`src/rtl/jimmy_result_collector.sv`:
```
// rtl/jimmy_result_collector.sv - collects done results from jimmy cores into a drained record FIFO
//
// Purpose: watches each core's out_strobe done bit, captures out_port_2 on the
// strobe's falling edge, arbitrates pending captures round-robin into a FIFO of
// {core_id, result} records, and tracks per-core completion.
// Optional feature macro: JIMMY_COLLECTOR_WATCHDOG_EN (cycle watchdog driving timeout).
//
// Ports:
//   clk, reset      rising-edge clock, synchronous active-high reset
//   strobe_bus      core i out_strobe at [4i+3:4i]
//   result_bus      core i out_port_2 at [8i+7:8i]
//   clear_done      pulse clearing done_mask/all_done
//   out_valid/out_ready/out_core_id/out_result  head-of-FIFO record port
//   done_mask, all_done  sticky per-core finished flags and their registered AND
//   drop_count      saturating count of results lost to a still-pending capture
//   fifo_count      FIFO occupancy
//   timeout         watchdog flag (0 when the watchdog is compiled out)
module jimmy_result_collector #(
  parameter int NUM_CORES      = 4,
  parameter int STROBE_BIT     = 2,
  parameter int DEPTH          = 8,
  parameter int TIMEOUT_CYCLES = 20000
) (
  input  logic                       clk,
  input  logic                       reset,
  input  logic [4*NUM_CORES-1:0]     strobe_bus,
  input  logic [8*NUM_CORES-1:0]     result_bus,
  input  logic                       clear_done,
  output logic                       out_valid,
  input  logic                       out_ready,
  output logic [2:0]                 out_core_id,
  output logic [7:0]                 out_result,
  output logic [NUM_CORES-1:0]       done_mask,
  output logic                       all_done,
  output logic [7:0]                 drop_count,
  output logic [$clog2(DEPTH):0]     fifo_count,
  output logic                       timeout
);

  localparam int AW = $clog2(DEPTH);
  localparam int CW = AW + 1;

  logic [NUM_CORES-1:0] cur, prev, fall, pending, clr, drop_vec;
  logic [7:0]           cap_data [NUM_CORES];
  logic [2:0]           rr_ptr, grant;
  logic                 any_pending, push, pop;
  logic [7:0]           push_data;
  logic [3:0]           n_drops;
  logic [8:0]           drop_sum;
  logic [10:0]          mem [DEPTH];
  logic [10:0]          head;
  logic [AW-1:0]        wr_ptr, rd_ptr;
  logic                 unused_strobe;

  assign unused_strobe = ^strobe_bus;

  always_comb begin
    for (int i = 0; i < NUM_CORES; i++) cur[i] = strobe_bus[4*i+STROBE_BIT];
  end
  assign fall = prev & ~cur;

  // Round-robin: rr_ptr holds the first core to consider (one past the last grant).
  always_comb begin
    any_pending = 1'b0;
    grant       = 3'd0;
    for (int k = 0; k < NUM_CORES; k++) begin
      for (int i = 0; i < NUM_CORES; i++) begin
        if (!any_pending && pending[i] && (i == ((int'(rr_ptr) + k) % NUM_CORES))) begin
          any_pending = 1'b1;
          grant       = 3'(i);
        end
      end
    end
  end

  assign pop  = out_valid & out_ready;
  // A full FIFO still accepts a push when the head leaves in the same cycle.
  assign push = any_pending & ((fifo_count != CW'(DEPTH)) | pop);

  always_comb begin
    clr       = '0;
    push_data = 8'd0;
    drop_vec  = '0;
    n_drops   = 4'd0;
    for (int i = 0; i < NUM_CORES; i++) begin
      if (push && (int'(grant) == i)) begin
        clr[i]    = 1'b1;
        push_data = cap_data[i];
      end
      // A pending slot being pushed this cycle is free to take the new capture.
      drop_vec[i] = fall[i] & pending[i] & ~clr[i];
      n_drops     = n_drops + {3'd0, drop_vec[i]};
    end
  end

  assign drop_sum = {1'b0, drop_count} + {5'd0, n_drops};

  always_ff @(posedge clk) begin
    if (reset) begin
      prev       <= '0;
      pending    <= '0;
      rr_ptr     <= 3'd0;
      wr_ptr     <= '0;
      rd_ptr     <= '0;
      fifo_count <= '0;
      done_mask  <= '0;
      all_done   <= 1'b0;
      drop_count <= 8'd0;
      for (int i = 0; i < NUM_CORES; i++) cap_data[i] <= 8'd0;
    end else begin
      prev <= cur;
      for (int i = 0; i < NUM_CORES; i++) begin
        if (fall[i] && !drop_vec[i]) begin
          pending[i]  <= 1'b1;
          cap_data[i] <= result_bus[8*i +: 8];
        end else if (clr[i]) begin
          pending[i] <= 1'b0;
        end
      end

      if (push) begin
        mem[wr_ptr] <= {grant, push_data};
        wr_ptr      <= wr_ptr + AW'(1);
        rr_ptr      <= (int'(grant) == NUM_CORES - 1) ? 3'd0 : grant + 3'd1;
      end
      if (pop) rd_ptr <= rd_ptr + AW'(1);

      case ({push, pop})
        2'b10:   fifo_count <= fifo_count + CW'(1);
        2'b01:   fifo_count <= fifo_count - CW'(1);
        default: fifo_count <= fifo_count;
      endcase

      drop_count <= drop_sum[8] ? 8'hFF : drop_sum[7:0];

      // A fall coinciding with clear_done keeps that core's bit set.
      done_mask <= (clear_done ? '0 : done_mask) | fall;
      all_done  <= clear_done ? 1'b0 : &done_mask;
    end
  end

  assign out_valid   = (fifo_count != '0);
  assign head        = mem[rd_ptr];
  // Gate the unreset storage so an empty FIFO presents zeros.
  assign out_core_id = out_valid ? head[10:8] : 3'd0;
  assign out_result  = out_valid ? head[7:0]  : 8'd0;

`ifdef JIMMY_COLLECTOR_WATCHDOG_EN
  logic [15:0] wd_count;

  always_ff @(posedge clk) begin
    if (reset) begin
      wd_count <= 16'd0;
      timeout  <= 1'b0;
    end else begin
      if (clear_done) begin
        wd_count <= 16'd0;
      end else if (!all_done && wd_count != 16'hFFFF) begin
        wd_count <= wd_count + 16'd1;
      end
      if (!all_done && wd_count == 16'(TIMEOUT_CYCLES)) timeout <= 1'b1;
    end
  end
`else
  logic unused_timeout_cfg;
  assign unused_timeout_cfg = (TIMEOUT_CYCLES == 0);
  assign timeout = 1'b0;
`endif

endmodule

```
`config.mk`:
```
export PLATFORM = sky130hd
export DESIGN_NAME = jimmy_result_collector
export DESIGN_NICKNAME = d
export VERILOG_FILES = /design/src/rtl/jimmy_result_collector.sv
export SDC_FILE = /design/constraint.sdc
export NUM_CORES = 1
export LEC_CHECK = 0
export CAP_MARGIN = 20
export CORE_ASPECT_RATIO = 0.5
export CORE_MARGIN = 8
export CORE_UTILIZATION = 52
export CTS_BUF_LIST = sky130_fd_sc_hd__clkbuf_4
export CTS_CLUSTER_SIZE = 20
export DETAILED_ROUTE_END_ITERATION = 8
export PLACE_DENSITY = 0.81
export RECOVER_POWER = 100
export SYNTH_ARGS = -nofsm -noshare
export SYNTH_HDL_FRONTEND = slang
export SYNTH_SLANG_ARGS = --single-unit
```
`constraint.sdc`:
```
create_clock -name clk -period 3.4 [get_ports clk]
set_clock_uncertainty 0.2 [all_clocks]
set_input_delay 0.85 -clock clk [delete_from_list [all_inputs] [get_ports clk]]
set_output_delay 0.85 -clock clk [all_outputs]
set_load 0.02 [all_outputs]
```
After elaboration in Yosys (flattened, before gate mapping)
Memory sizes are Yosys's and may differ from the RTL's. A register that Yosys moved wholly into a read port is not among the register bits.
Index checks and enable logic that the tools add are counted.
- reductions and logical operators: 74
- $mul: 0
- div/mod/pow operators: 0
- add/sub/neg operators: 12
- shifts and indexed selects: 0
- eq/ne operators: 18
- bitwise operators: 25
- muxes and demuxes: 76
- magnitude comparators: 0
- operator list (operator ; number):
    $logic_not 32->1 ; 4
    $mux 8 ; 10
    $mux 3 ; 17
    $mux 1 ; 46
    $logic_and 1x1->1 ; 39
    $logic_not 1->1 ; 19
    $eq 3x3->1 const A ; 6
    $and 1x1->1 ; 10
    $reduce_bool 2->1 ; 5
    $add 8x4->9 ; 1
    $eq 2x3->1 const A ; 3
    $pmux 4 s2 ; 1
    $reduce_or 2->1 ; 4
    $add 3x1->3 const B ; 2
    $eq 3x3->1 const B ; 2
    $or 1x1->1 ; 5
    $add 2x1->2 const B ; 2
    $add 2x2->2 const B ; 2
    $add 3x1->4 ; 1
    $add 4x1->4 const B ; 1
    $and 4x4->4 ; 1
    $eq 2x2->1 const A ; 2
    $mux 4 ; 1
    $ne 4x4->1 const B ; 1
    other kinds (15) ; 20
- bits in latches: 0
- register bits: 33
- memories: 2
- memory bits (writable): 120
- bits in read-only memories: 0
- logic and storage cells: 219
- memories (name ; words ; bits a word ; read ports ; clocked after memory_dff ; wr ports ; line ; text):
    mem ; 8 ; 11 ; 1 ; 1 ; 1 ; 50 ; logic [10:0] mem [DEPTH];
    cap_data ; 4 ; 8 ; 4 ; 0 ; 4 ; 44 ; logic [7:0] cap_data [NUM_CORES];

Depth between registers and ports, before layout
- depth after elaboration: 74
- mapped depth: 15

Worst setup path before layout
OpenSTA, ideal clock, no wires.
- path type: input port to flip-flop
- start: in out_ready
- end: reg drop_count[0]
- setup time: 0.071 ns
- stages on the path: 14
- arrival: 3.334 ns
- data required time: 3.129 ns
- setup slack: -0.205 ns
- path through: nor2b_1 -> a21boi_4 -> o31ai_2 -> o21a_1 -> buf_6 -> nand2_1 -> fa_1 -> fa_1 -> inv_1 -> fa_1 -> nand2_1 -> nor2_1 -> nand2_1 -> a21oi_1
- word-level cells in the longest chain between the ends: 12
- RTL lines (what ; line ; text):
    start: declaration ; 30 ; input logic out_ready,
    $and 1x1->1 (*) ; 76 ; assign pop = out_valid & out_ready;
    $or 1x1->1 (*) ; 78 ; assign push = any_pending & ((fifo_count != CW'(DEPTH)) | pop);
    $and 1x1->1 (*) ; 78 ;
    $logic_and 1x1->1 ; 86 ; if (push && (int'(grant) == i)) begin
    $mux 1 ; 86 ;
    $not 1->1 ; 91 ; drop_vec[i] = fall[i] & pending[i] & ~clr[i];
    $and 1x1->1 ; 91 ;
    $add 1x1->2 ; 92 ; n_drops = n_drops + {3'd0, drop_vec[i]};
    $add 2x1->3 ; 92 ;
    $add 3x1->4 (*) ; 92 ;
    $add 8x4->9 (*) ; 96 ; assign drop_sum = {1'b0, drop_count} + {5'd0, n_drops};
    $mux 8 (*) ; 134 ; drop_count <= drop_sum[8] ? 8'hFF : drop_sum[7:0];
    end signal: assignment ; 134 ;
    end: declaration ; 35 ; output logic [7:0] drop_count,
Mark *: on every way between the ends. The rest lies on a longest branch, timed or not.
A chain may end at the register's enable or synchronous reset.

Worst setup path after layout
- start: in out_ready
- end: reg drop_count[2]
The elaborated chain is that of the path after synthesis.

==> impl_metrics.toml <==
[timing]
final_max_slew_viol_count = 0
hold_viol_final = 0
slew-limit-headroom_pct = 15.94
post-route-period-util_pct = 96.95
fin_setup_tns_ps = 0
finalWorstSetupSlack_ps = 103.5
setup_viol = 0
whs_ps = 294.4
max_freq_mhz = 303.4
tightest_slew_ps = 1261
rsz0062_at_grt = "false"
min_period_ps = 3296

[floorplanning]
die_x_um = 174.9
start_util_pct = 52.62
die-area_sq_um = 16700
row_count = 29
core_area_sq_um = 12480
ios = 82
die_h_um = 95.47

[place]
place.gp.congestion = 0.8205
placed_area_sq_um = 7616
post-place-cells = 728
io_buffers = 67
pre_cts_ws_ps = -485.5
hpwl_um = 9199

[grt]
grt_antenna_before_repair = 0
track_usage_pct = 16.09
grt_pass1_vias = 4078
grt_pass1_wl_um = 20670
grt_overflow = 0
grt_max_degree = 29

[critical_path]
worstSetupStartpointType = "input port"
ff2ff_setup_slack_ps = 160
cp_slowest_stage_delay_ps = 570
crit_family = "adder cells"
r2r-start = "pending[1]"
crit-reg2reg-capture = "drop_count[2]"
crit_type = "input port to flop"
r2r_cells = 12
cp_common_cell = "fa_2"
slowest_stage = "fa_1"
crit_fanout = 3
path_cells = "clkdlybuf4s50_1, nor2b_4, nand2_1, o211ai_1, nand4_1, fa_1, fa_2, inv_2, fa_2, clkbuf_4, xnor2_1, a21oi_2"
startpoint = "out_ready"
crit_required_ps = 3620
worstPathArrival_ps = 3510
crit_buf_inv = 3
end_kind = "flop"

[synthesis]
seq_area_frac_synth_pct = 62.18
synth_xor_area_share_pct = 1.467
synth_seq_cells = 148
synth_top_family_by_area = "simple AND/OR/NAND/NOR gates"
synth_area_per_cell_sq_um = 13.68
yosysUniqueCellTypes = 56
synth_mux_area_share_pct = 8.840
async_flop_share_pct = 0
synth_simple_gate_area_share_pct = 12.76
yosys_warnings = 0
synth_area_sq_um = 6568
synthAdderAreaFrac_pct = 2.362
synth_edf_count = 112
synth-main-ff-cell = "edfxtp_1"
synth-compound-area-share_pct = 8.992
synth_cells = 480

[power]
pwr_density_cell_nw_per_um2 = 598.4
ir_drop_mv = 0.2701
p_leak_nw = 2.752

[clock_network]
cts_root_buf = "clkbuf_4"
clockBufferDepth = 2
cts-hold-fix-buffers = 0
cts_sinks = 148
cts_buffers = 17
htree_levels = 4
clkTransAtPathRegs_ps = 120
cts_tree = "built"
worstSkewPairLatency_ps = 530

[outcome]
outcome = "finished, final reports clean"

[finish]
finalNetCount = 641
design_area_sq_um = 7810
drive_above_1_share_pct = 16.39
fin_cells = 762
syn2layout_area_growth_pct = 18.92
diodes = 0
fill_cells = 957

[detailed_routing]
vias_per_cell = 5.314
drcViolationCount = 0
dr.first_iter.drc_count = 252
antenna_left = 0
first_pass_iters = 4
wire_per_inst_um = 17.20
routed_wl_um = 13110
vias = 4049

[worst_hold_path]
min_delay_worst_endpoint = "done_mask[0]"
hp-class = "flop to flop"
whs_path_depth = 2
worstHoldStart = "done_mask[0]"

[flow_run]
max_cap_violations = 0
[cell type report]
cell class,count,area (sq um),share of cell area [%]
clock buffers,18,135.1,1.730
clock inverters,14,150.1,1.922
inverters,21,78.83,1.009
multi-input cells,285,2235,28.61
flip-flops and latches,148,4089,52.35
well taps,170,212.7,2.723
repair buffers,106,909.6,11.65
[worst register-to-register path, delay by kind of cell, from the launching register on]
family                     cells  cell delay, ps
adders and majority gates      3            1080
AOI/OAI and AO/OA              4             530
DFF                            1             330
buffers and inverters          2             190
xor gates and xnor gates       1             170
and+or+nand+nor                2             620
[synthesized netlist by cell type, types with 3 or more instances]
library cell,n,area (sq um)
o31ai_1,8,60.06
mux4_2,20,450.4
buf_2,7,35.03
clkbuf_1,11,41.29
nand2_1,19,71.32
buf_1,4,15.01
xor2_1,6,52.55
inv_1,21,78.83
nor2b_1,7,43.79
fa_1,4,80.08
nand3_1,3,15.01
nand2b_1,18,112.6
nor2_1,41,153.9
mux2i_1,13,130.1
ha_1,6,75.07
dfxtp_1,36,720.7
a21o_1,4,30.03
nor4b_2,8,120.1
edfxtp_1,112,3363
a21oi_1,40,200.2
buf_6,3,33.78
xnor2_1,5,43.79
nor3_1,9,45.04
a2bb2oi_1,8,70.07
and2_1,24,150.1
[report_power, final]
part	internal, mW	switching, mW	total (mW)
sequential	2.08	0.0749	2.15
clock	0.454	0.655	1.11
combinational	0.640	0.773	1.41
[layout by cell type, fill, tap and decap left out, types with 10 or more instances in the layout]
master	count
nor3_1	10
edfxtp_1	112
clkbuf_1	14
inv_1	20
nand2_1	17
a21oi_1	38
buf_4	20
dfxtp_1	34
and2_0	22
clkdlybuf4s50_1	38
mux4_2	20
dlygate4sd2_1	10
mux2i_1	13
clkbuf_4	21
nor2_1	40
dlygate4sd3_1	18
nand2b_1	18
[how the worst max path moves through the flow]
stage               cells past startpoint            end  slack [ps]
floorplan                              14  drop_count[0]           7
global placement                       13  drop_count[0]        -440
detailed placement                     13  drop_count[0]        -490
CTS                                     5  out_result[4]          10
global route                            5  out_result[7]          10
finish                                 12  drop_count[2]         100
[kinds of logic after synthesis]
kind of cell / Yosys count
flip-flops: 148
adder cells (fa/ha/maj): 10
AND/OR/NAND/NOR: 146
other: 1
buffers and inverters: 48
XOR/XNOR: 11
AO/OA/AOI/OAI: 83
multiplexers: 33
[state kept, by name, indices dropped and copies added (netlist names), named ones only]
name	cells
mem	80
rd_ptr	3
drop_count	8
prev	4
rr_ptr	2
fifo_count	4
all_done	1
pending	4
wr_ptr	3
done_mask	4
cap_data	32
[stage by stage]
| step | power (mW) | utilization [%] |
|---|---|---|
| 2_1_floorplan | 3.114 | - |
| 3_3_place_gp | 3.666 | 61.02 |
| 3_5_place_dp | 3.707 | 61.02 |
| 4_1_cts | 4.742 | 63.20 |
| 5_1_grt | 4.922 | 62.57 |
| 6_report | 4.674 | 62.57 |
[repair_timing]
| action | 4_1_cts | 5_1_grt |
|---|---|---|
| setup buffers | 0 | 1 |
| endpoints found under the setup margin | 10 | 12 |
| gates cloned | 0 | 1 |
| pin swaps | 0 | 2 |
| gates resized for setup | 10 | 14 |
[layer usage]
metal	GRT usage (%)	routed length [um]
met4	5.256	155
met5	0	0
met2	27.69	6309
met3	3.874	865
met1	20.11	5777
Note: power is estimated with default switching activity, not from simulation.
